==> config.mk <==
export PLATFORM = sky130hd
export DESIGN_NAME = hack_cpu_seq
export DESIGN_NICKNAME = d
export VERILOG_FILES = /design/src/rtl/hack_pkg.sv /design/src/rtl/hack_jump_eval.sv /design/src/rtl/hack_cpu_seq.sv
export SDC_FILE = /design/constraint.sdc
export NUM_CORES = 1
export LEC_CHECK = 0
export ABC_AREA = 0
export BUFFER_PORTS_ARGS = -buffer_cell sky130_fd_sc_hd__buf_2
export CAP_MARGIN = 5
export CORE_MARGIN = 4
export CORE_UTILIZATION = 40
export DETAILED_ROUTE_END_ITERATION = 8
export SYNTH_ARGS = -nofsm -noshare
export SYNTH_HDL_FRONTEND = slang
export SYNTH_SLANG_ARGS = --single-unit
==> constraint.sdc <==
create_clock -name clk -period 2.46 [get_ports clk]
set_input_delay 0.615 -clock clk [delete_from_list [all_inputs] [get_ports clk]]
set_output_delay 0.615 -clock clk [all_outputs]
set_load 0.01 [all_outputs]
==> src/rtl/hack_pkg.sv <==
// Shared types and instruction-field positions for the Hack CPU sequencer.
package hack_pkg;
    localparam int WORD_W = 16;
    localparam int ADDR_W = 15;

    localparam int IS_C     = 15;
    localparam int ABIT     = 12;
    localparam int COMP_MSB = 11;
    localparam int COMP_LSB = 6;
    localparam int DEST_A   = 5;
    localparam int DEST_D   = 4;
    localparam int DEST_M   = 3;
    localparam int JMP_LT   = 2;
    localparam int JMP_EQ   = 1;
    localparam int JMP_GT   = 0;

    typedef enum logic [2:0] {
        IDLE,
        FETCH,
        DECODE,
        MEM_RD,
        EXEC,
        MEM_WR,
        HALT
    } state_t;
endpackage

==> src/rtl/hack_jump_eval.sv <==
// Combinational Hack jump-condition evaluator: j1/j2/j3 against ALU flags.
module hack_jump_eval
    import hack_pkg::*;
(
    input  logic [2:0] jbits,
    input  logic       zr,
    input  logic       ng,
    output logic       jmp
);
    assign jmp = (jbits[JMP_LT] & ng) |
                 (jbits[JMP_EQ] & zr) |
                 (jbits[JMP_GT] & ~ng & ~zr);
endmodule

==> src/rtl/hack_cpu_seq.sv <==
// Multi-cycle Hack CPU sequencer: fetch/decode/mem/exec over req/ack ports,
// drives the external combinational Hack ALU and holds A, D and PC.
module hack_cpu_seq
    import hack_pkg::*;
#(
    parameter int unsigned TIMEOUT = 255
) (
    input  logic              clk,
    input  logic              reset,
    input  logic              run,
    output logic              rom_req,
    output logic [ADDR_W-1:0] rom_addr,
    input  logic [WORD_W-1:0] rom_data,
    input  logic              rom_ack,
    output logic              ram_req,
    output logic              ram_we,
    output logic [ADDR_W-1:0] ram_addr,
    output logic [WORD_W-1:0] ram_wdata,
    input  logic [WORD_W-1:0] ram_rdata,
    input  logic              ram_ack,
    output logic [WORD_W-1:0] alu_x,
    output logic [WORD_W-1:0] alu_y,
    output logic              alu_zx,
    output logic              alu_nx,
    output logic              alu_zy,
    output logic              alu_ny,
    output logic              alu_f,
    output logic              alu_no,
    input  logic [WORD_W-1:0] alu_out,
    input  logic              alu_zr,
    input  logic              alu_ng,
    output logic [ADDR_W-1:0] pc,
    output logic [WORD_W-1:0] a_reg,
    output logic [WORD_W-1:0] d_reg,
    output logic              retired,
    output logic              halted,
    output logic              err
);
    localparam int WDW = (TIMEOUT < 2) ? 1 : $clog2(TIMEOUT);

    state_t              state_q, state_d;
    logic [WORD_W-1:0]   ir_q, m_q, r_q;
    logic [ADDR_W-1:0]   old_a_q, prev_pc_q, jmp_tgt;
    logic                zr_q, ng_q, prev_a_q;
    logic [WDW-1:0]      wd_q;
    logic                wait_st, wd_exp, a_done, c_done, self_loop, timeout;
    logic                jmp, jz, jn;
    logic [5:0]          alu_ctrl;
    logic [1:0]          unused_ir;

    assign unused_ir = ir_q[14:13];

    // Completion in EXEC sees the live ALU flags and pre-write A; in MEM_WR the captured copies.
    assign jz      = (state_q == EXEC) ? alu_zr : zr_q;
    assign jn      = (state_q == EXEC) ? alu_ng : ng_q;
    assign jmp_tgt = (state_q == EXEC) ? a_reg[ADDR_W-1:0] : old_a_q;

    hack_jump_eval u_jump (
        .jbits (ir_q[JMP_LT:JMP_GT]),
        .zr    (jz),
        .ng    (jn),
        .jmp   (jmp)
    );

    assign wait_st = (state_q == FETCH) || (state_q == MEM_RD) || (state_q == MEM_WR);
    assign wd_exp  = (TIMEOUT != 0) && (wd_q == WDW'(TIMEOUT - 1));

    always_comb begin
        state_d   = state_q;
        a_done    = 1'b0;
        c_done    = 1'b0;
        self_loop = 1'b0;
        timeout   = 1'b0;
        case (state_q)
            IDLE:   if (run) state_d = FETCH;
            FETCH: begin
                if (rom_ack)     state_d = DECODE;
                else if (wd_exp) begin state_d = HALT; timeout = 1'b1; end
            end
            DECODE: begin
                if (!ir_q[IS_C]) begin
                    a_done  = 1'b1;
                    state_d = run ? FETCH : IDLE;
                end else begin
                    state_d = ir_q[ABIT] ? MEM_RD : EXEC;
                end
            end
            MEM_RD: begin
                if (ram_ack)     state_d = EXEC;
                else if (wd_exp) begin state_d = HALT; timeout = 1'b1; end
            end
            EXEC: begin
                if (ir_q[DEST_M]) state_d = MEM_WR;
                else              c_done  = 1'b1;
            end
            MEM_WR: begin
                if (ram_ack)     c_done = 1'b1;
                else if (wd_exp) begin state_d = HALT; timeout = 1'b1; end
            end
            HALT:    state_d = HALT;
            default: state_d = IDLE;
        endcase
        if (c_done) begin
            // "@n ; 0;JMP" pattern: a jump straight back onto the preceding A-instruction
            if (jmp && prev_a_q && (jmp_tgt == prev_pc_q)) begin
                self_loop = 1'b1;
                state_d   = HALT;
            end else begin
                state_d = run ? FETCH : IDLE;
            end
        end
    end

    assign rom_req   = (state_q == FETCH);
    assign rom_addr  = pc;
    assign ram_req   = (state_q == MEM_RD) || (state_q == MEM_WR);
    assign ram_we    = (state_q == MEM_WR);
    assign ram_addr  = (state_q == MEM_WR) ? old_a_q :
                       (state_q == MEM_RD) ? a_reg[ADDR_W-1:0] : '0;
    assign ram_wdata = (state_q == MEM_WR) ? r_q : '0;
    assign alu_x     = (state_q == EXEC) ? d_reg : '0;
    assign alu_y     = (state_q != EXEC) ? '0 : (ir_q[ABIT] ? m_q : a_reg);
    assign alu_ctrl  = (state_q == EXEC) ? ir_q[COMP_MSB:COMP_LSB] : 6'd0;
    assign {alu_zx, alu_nx, alu_zy, alu_ny, alu_f, alu_no} = alu_ctrl;

    always_ff @(posedge clk or negedge reset) begin
        if (!reset) begin
            state_q   <= IDLE;
            ir_q      <= '0;
            m_q       <= '0;
            r_q       <= '0;
            old_a_q   <= '0;
            prev_pc_q <= '0;
            zr_q      <= 1'b0;
            ng_q      <= 1'b0;
            prev_a_q  <= 1'b0;
            wd_q      <= '0;
            pc        <= '0;
            a_reg     <= '0;
            d_reg     <= '0;
            retired   <= 1'b0;
            halted    <= 1'b0;
            err       <= 1'b0;
        end else begin
            state_q <= state_d;
            retired <= a_done | c_done;
            if (self_loop) halted <= 1'b1;
            if (timeout)   err    <= 1'b1;
            if ((state_d != state_q) || !wait_st) wd_q <= '0;
            else                                  wd_q <= wd_q + WDW'(1);
            if ((state_q == FETCH) && rom_ack)  ir_q <= rom_data;
            if ((state_q == MEM_RD) && ram_ack) m_q  <= ram_rdata;
            if (state_q == EXEC) begin
                r_q     <= alu_out;
                zr_q    <= alu_zr;
                ng_q    <= alu_ng;
                old_a_q <= a_reg[ADDR_W-1:0];
                if (ir_q[DEST_A]) a_reg <= alu_out;
                if (ir_q[DEST_D]) d_reg <= alu_out;
            end
            if (a_done) begin
                a_reg     <= ir_q;
                pc        <= pc + ADDR_W'(1);
                prev_a_q  <= 1'b1;
                prev_pc_q <= pc;
            end
            if (c_done) begin
                pc       <= jmp ? jmp_tgt : pc + ADDR_W'(1);
                prev_a_q <= 1'b0;
            end
        end
    end
endmodule

; ---- Word level (Yosys, flattened, before mapping)
; Cells that the tools add are included.
; Widths: inputs -> output; s select.
[word_totals]
ff_bits = 142
inputBits = 55
out_inout_bits = 137
word_cells = 95
[op_classes]
add_sub_neg = 2
eq_ne = 10
mux = 42
bitwise_logic = 9
reduce_logical = 16
[ops]
columns = cell, n
row1 = $mux 16, 7
row2 = $mux 15, 6
row3 = $mux 3, 10
row4 = $pmux 3 s7, 1
row5 = $add 15x1->15 const B, 1
row6 = $eq 15x15->1, 1
row7 = $mux 1, 14
row8 = $eq 3x3->1 const B, 3
row9 = $add 8x1->8 const B, 1
row10 = $eq 8x8->1 const B, 1
row11 = $mux 8, 1
row12 = $eq 3x2->1 const B, 2
row13 = $mux 6, 1
row14 = $reduce_bool 2->1, 3
row15 = $and 1x1->1, 4
row16 = $logic_and 1x1->1, 4
row17 = $logic_or 1x1->1, 4
row18 = $pmux 1 s2, 2
row19 = $reduce_and 2->1, 2
row20 = $eq 3x1->1 const B, 1
row21 = $logic_not 3->1, 1
row22 = $ne 3x3->1, 1
row23 = $ne 3x3->1 const B, 1
row24 = $or 1x1->1, 3
row25 = other kinds (3), 4

; ---- Depth between registers and ports, before layout
[depth]
ltp_word = 13
depth_mapped = 9

; ---- Hierarchy
; From an unflattened synthesis, not the netlist that was laid out.
[hier_totals]
cells_unflattened = 718
area_unflattened_um2 = 7056.8
[modules_own_cells]
columns = mod, n_inst, cells_each, area_each_um2, seq_area_each_um2
row1 = hack_cpu_seq, 1, 716, 7039.3, 3553.4
row2 = hack_jump_eval, 1, 2, 17.5, 0.0

; ---- Least setup slack after synthesis
; OpenSTA, ideal clock, no wires.
[synth_timing]
kind = register to output
start = register state_q[0]
end = output port alu_y[10]
arrival_time_ns = 1.734
slack_ns = 0.111
stages_incl_launch_ff = 7
path_cell_list = dfrtp_1 or3b_1 buf_6 clkbuf_1 clkbuf_1 buf_1 nor2_1
[synth_via]
elab_chain_cells = 2
[synth_rtl]
columns = item, line
row1 = from (decl), hack_cpu_seq.sv:41  ; state_t state_q, state_d;
row2 = from (signal assigned), hack_cpu_seq.sv:145  ; state_q <= state_d;
row3 = $ne 3x3->1, hack_cpu_seq.sv:122  ; assign alu_y = (state_q != EXEC) ? '0 : (ir_q[ABIT] ? m_q : a_reg);
row4 = $mux 16, hack_cpu_seq.sv:122
row5 = to (decl), hack_cpu_seq.sv:22  ; output logic [WORD_W-1:0] alu_y,
; Every way passes these cells.

; ---- Worst setup path after layout
[layout_timing]
start = register state_q[1]
end = output port ram_addr[5]
[layout_via]
elab_chain_cells = 3
elab_cells_between_ends = 4
classes_between = eq/ne: 2 / mux: 2
[layout_rtl]
columns = item, line
row1 = $eq 3x2->1, hack_cpu_seq.sv:119  ; (state_q == MEM_RD) ? a_reg[ADDR_W-1:0] : '0;
row2 = $mux 15, hack_cpu_seq.sv:119
row3 = $mux 15 *, hack_cpu_seq.sv:118  ; assign ram_addr = (state_q == MEM_WR) ? old_a_q :
row4 = to (decl), hack_cpu_seq.sv:17  ; output logic [ADDR_W-1:0] ram_addr,
; Mark *: on every way between the ends. The rest lies on a longest branch, timed or not.

==> results.md <==
Run status:
- The flow ran to the end, and the final reports show no timing, DRC or antenna violations.

Final layout:
- Compared with the post-synthesis result, the final layout area differs by 29.4%.
- After the last flow step, the layout net total stands at 977.
- The proportion of layout cells with a drive suffix above 1 is 35.1%.
- The final antenna diode count is 0.
- The core occupancy in the finished layout is 52.8%.
- Counting the fill cells in the layout gives around 1600.
- The finished cells cover slightly above 9000 sq um.

Timing:
- At the pin with the least slew margin, the transition time is 0.906 ns.
- The worst path uses between 90% and 100% of the clock period.
- Setup violations remaining at the end of the flow were counted as 0.
- The final count of pins violating max slew is 0.
- The headroom to the max-slew limit is 39.4%.
- The final setup TNS is 0 ns.
- Setup slack on the critical path of the routed design comes to 0.00856 ns.
- The post-layout minimum cycle time is 2.45 ns.
- Setup repair after global routing could not meet its margin everywhere.
- The hold violation count in the final report came to 0.
- The achievable clock frequency is 408 MHz.
- The worst-case clock skew is 0.0101 ns.

Power:
- The power per cell area is 1410 nW/um^2.
- In this run the static leakage power is 0.00460 uW.
- IR analysis of the VDD net gives a maximum drop of between 0.5 and 0.6 mV.

CTS:
- The number of clock buffers inserted by TritonCTS is 17.
- The maximum clock path buffer count is 2.
- The insertion delay of the later-clocked pin in the worst-skew pair is 0.43 ns.
- The H-tree was split into 4 levels.
- The root buffer cell chosen for the clock tree is sky130_fd_sc_hd__clkbuf_16.
- The clock-pin slew of the registers on the worst-case setup and hold paths is 0.06 ns.
- The CTS tree is yes.
- CTS saw roughly 140 sinks.

GRT:
- The initial antenna violation count came to 1.
- The via count of the first global-routing pass is 6076.
- Entering global routing, the biggest net connects between 50 and 60 pins.
- Global routing consumed, over all layers together, 22.0% of the routing resources.
- The first global-routing pass estimated 34000 microns of wire.
- Global routing finished with a remaining overflow of 0.

Critical path:
- The top fanout value on the critical path is 16.
- The endpoint type of the worst setup path is an output port.
- The number of cells traversed by the worst register-to-register path is 7.
- In this design, the stage delay of the slowest critical-path cell is 0.39 ns.
- The critical path runs through a total of 6 cells.
- The combined buffer and inverter count along the critical path is 3.
- The source of the worst register-to-register timing path is state_q[0].
- The startpoint class of the critical path is a flop.
- The minimum setup slack among reg-to-reg paths is 0.13 ns.
- By startpoint and endpoint, the worst setup path is classified as flop to output port.
- The critical path ends at ram_addr[5].
- The master of the slowest instance on the critical path is sky130_fd_sc_hd__dfrtp_1.
- The signal arrival time at the worst endpoint is 1.84 ns.
- The signal on the critical path passes through buf_6, nand2b_4, nor2_4, buf_12, a22o_1, buf_2.
- For the worst setup path, the data required time is ~1.9 ns.
- Broken down by cell family, the worst path's largest delay share belongs to buffers and inverters.
- Tracing the worst setup path back leads to its startpoint at state_q[1].
- In this run the critical register-to-register path is captured at pc[14].

Yosys:
- In this run the biggest area consumer among cell types represents 50.1% of the synthesized area.
- The cell count after synthesis is 725.
- The number of synthesized register bits is between 100 and 150.
- The number of nets handed over by synthesis was ~780.
- The number of flops mapped to enable cells by yosys is 0.
- The most common flop cell mapped by yosys is sky130_fd_sc_hd__dfrtp_1.
- The Yosys step of the flow raised 0 warnings.
- The async set-or-reset flop fraction in the synthesized netlist is 100%.
- Summing the sequential cell areas from Yosys gives 50.1% of the chip area.
- The post-synthesis instance area is just over 7000 sq um.
- The biggest area consumer among synthesized cells is sky130_fd_sc_hd__dfrtp_1.
- In the post-synthesis netlist, the biggest area contributors are sky130_fd_sc_hd__dfrtp_1, sky130_fd_sc_hd__nand2_1, sky130_fd_sc_hd__mux2_2.
- Yosys mapped the design onto 56 distinct sky130hd cell types.
- A synthesized cell averages approximately 9.8 sq um.

Drt:
- The routed wirelength normalized by instance count is 18.8 microns.
- The wire length after detailed routing is approximately 22000 microns.
- The number of vias in the routed layout is 6018.
- For this run, design rule violations remaining after detail routing come to 0.
- Before antenna repair, the detailed router went through 7 iterations.
- The post-route antenna net violation count is 0.
- The number of DRC markers after the initial detailed-route iteration is 425.
- The per-cell via count in the routed design is 5.20.

Floorplan:
- After floorplanning, the core was divided into 48 placement rows.
- The die height is 141 microns.
- The initial utilization of the core area, before any placement, comes to 40.8%.
- The die covers 19900 sq um.
- The width of the die is 141 microns.
- The number of I/O pins is 192.
- The floorplan step defined a core boundary enclosing 17400 sq um.

Placement:
- Once placement finished, the instance area stood at 8340 sq um.
- The weighted congestion reported at the end of routability-driven placement is 0.895.
- Before CTS, the worst setup slack after placement is 0.0803 ns.
- The port buffer count is between 150 and 200.
- Summed over all nets, the half-perimeter wirelength after detailed placement is about 15000 microns.

Min path:
- The worst hold path belongs to the class input port to async pin.

Job:
- The number of max-cap violations is 0.
cell families (layout without fill, tap and decap cells):
kind of cell               count (synthesis)  count (layout)  share of synthesized area, %
and+or+nand+nor                          310             310                          19.9
DFF                                      142             142                          50.1
AOI/OAI and AO/OA                         91              91                          9.22
buffers and inverters                     74             281                          5.01
muxes                                     71              71                          11.0
xor gates and xnor gates                  34              34                          4.20
adders and majority gates                  3               3                         0.530
cell usage after synthesis, drive strengths merged (3+ instances only):
cell,count
a21oi,13
a22o,15
a22oi,15
and2,42
and3,3
buf,24
clkbuf,31
dfrtp,142
ha,3
inv,19
mux2,50
mux2i,21
nand2,157
nand2b,6
nand3,21
nand4,7
nor2,42
nor3,14
nor3b,4
nor4,3
o21ai,20
o22ai,5
or3,3
xnor2,9
xor2,25
power by group:
| part | switching [uW] | leakage (uW) | internal (uW) | total (uW) |
|---|---|---|---|---|
| Clock | 1080 | 0.000289 | 1610 | 2690 |
| Combinational | 3100 | 0.00258 | 2630 | 5720 |
| Sequential | 1140 | 0.00173 | 3410 | 4550 |
cell type report:
class / count / area, sq um / area share [%]
Clock buffer: 18 / 429 / 4.68
Sequential cell: 142 / 3550 / 38.8
Timing Repair Buffer: 230 / 1410 / 15.3
Multi-Input combinational cell: 509 / 3250 / 35.4
Inverter: 19 / 71.3 / 0.778
Tap cell: 225 / 282 / 3.07
Clock inverter: 14 / 179 / 1.95
placed cells by master, fill, tap and decap left out, types with 4 or more instances in the layout:
cell type                   count
sky130_fd_sc_hd__o22ai_1        5
sky130_fd_sc_hd__buf_4         24
sky130_fd_sc_hd__nand2_1      157
sky130_fd_sc_hd__dfrtp_1      142
sky130_fd_sc_hd__nor2_1        39
sky130_fd_sc_hd__o21ai_0       20
sky130_fd_sc_hd__a22o_1        13
sky130_fd_sc_hd__nor3_1        13
sky130_fd_sc_hd__a22oi_1       15
sky130_fd_sc_hd__xor2_1        25
sky130_fd_sc_hd__buf_2        186
sky130_fd_sc_hd__nand2b_1       4
sky130_fd_sc_hd__nand3_1       21
sky130_fd_sc_hd__nand4_1        7
sky130_fd_sc_hd__a21oi_1       13
sky130_fd_sc_hd__buf_6         12
sky130_fd_sc_hd__mux2_2        49
sky130_fd_sc_hd__inv_1         18
sky130_fd_sc_hd__clkbuf_16     17
sky130_fd_sc_hd__mux2i_1       21
sky130_fd_sc_hd__inv_6          6
sky130_fd_sc_hd__buf_12         8
sky130_fd_sc_hd__and2_1        41
sky130_fd_sc_hd__xnor2_1        9
metrics by stage:
stage / power (uW) / instances / hold WS (ns)
2_1_floorplan: 7790 / 725 / 0.319
3_3_place_gp: 9880 / 1116 / 0.450
3_5_place_dp: 9960 / 1116 / 0.455
4_1_cts: 13000 / 1153 / 0.132
5_1_grt: 13800 / 1157 / 0.147
6_report: 13000 / 1157 / 0.125
how the worst min path moves through the flow:
stage	from	endpoint	slack (ns)
after floorplan	reset	a_reg[0]	0.32
after global placement	r_q[6]	r_q[6]	0.45
after detailed placement	r_q[13]	r_q[13]	0.45
after CTS	reset	err	0.13
after global routing	reset	err	0.15
final	reset	ir_q[15]	0.13
metal layers:
| metal | GRT usage [%] | routed length, microns | vias up |
|---|---|---|---|
| li1 | - | - | 2836 |
| met1 | 30.5 | 10000 | 2949 |
| met2 | 34.1 | 9890 | 210 |
| met3 | 6.14 | 1500 | 21 |
| met4 | 5.81 | 280 | 2 |
| met5 | 0 | 7 | - |
what timing repair did:
action	in CTS	in global routing
hold endpoints to repair	0	0
setup endpoints to repair	63	51
gates resized for setup	25	10
hold buffers	0	0
buffers inserted	3	5
cloned	2	0
pin swaps	1	4
No activity file was read; power rests on OpenSTA's default activity.
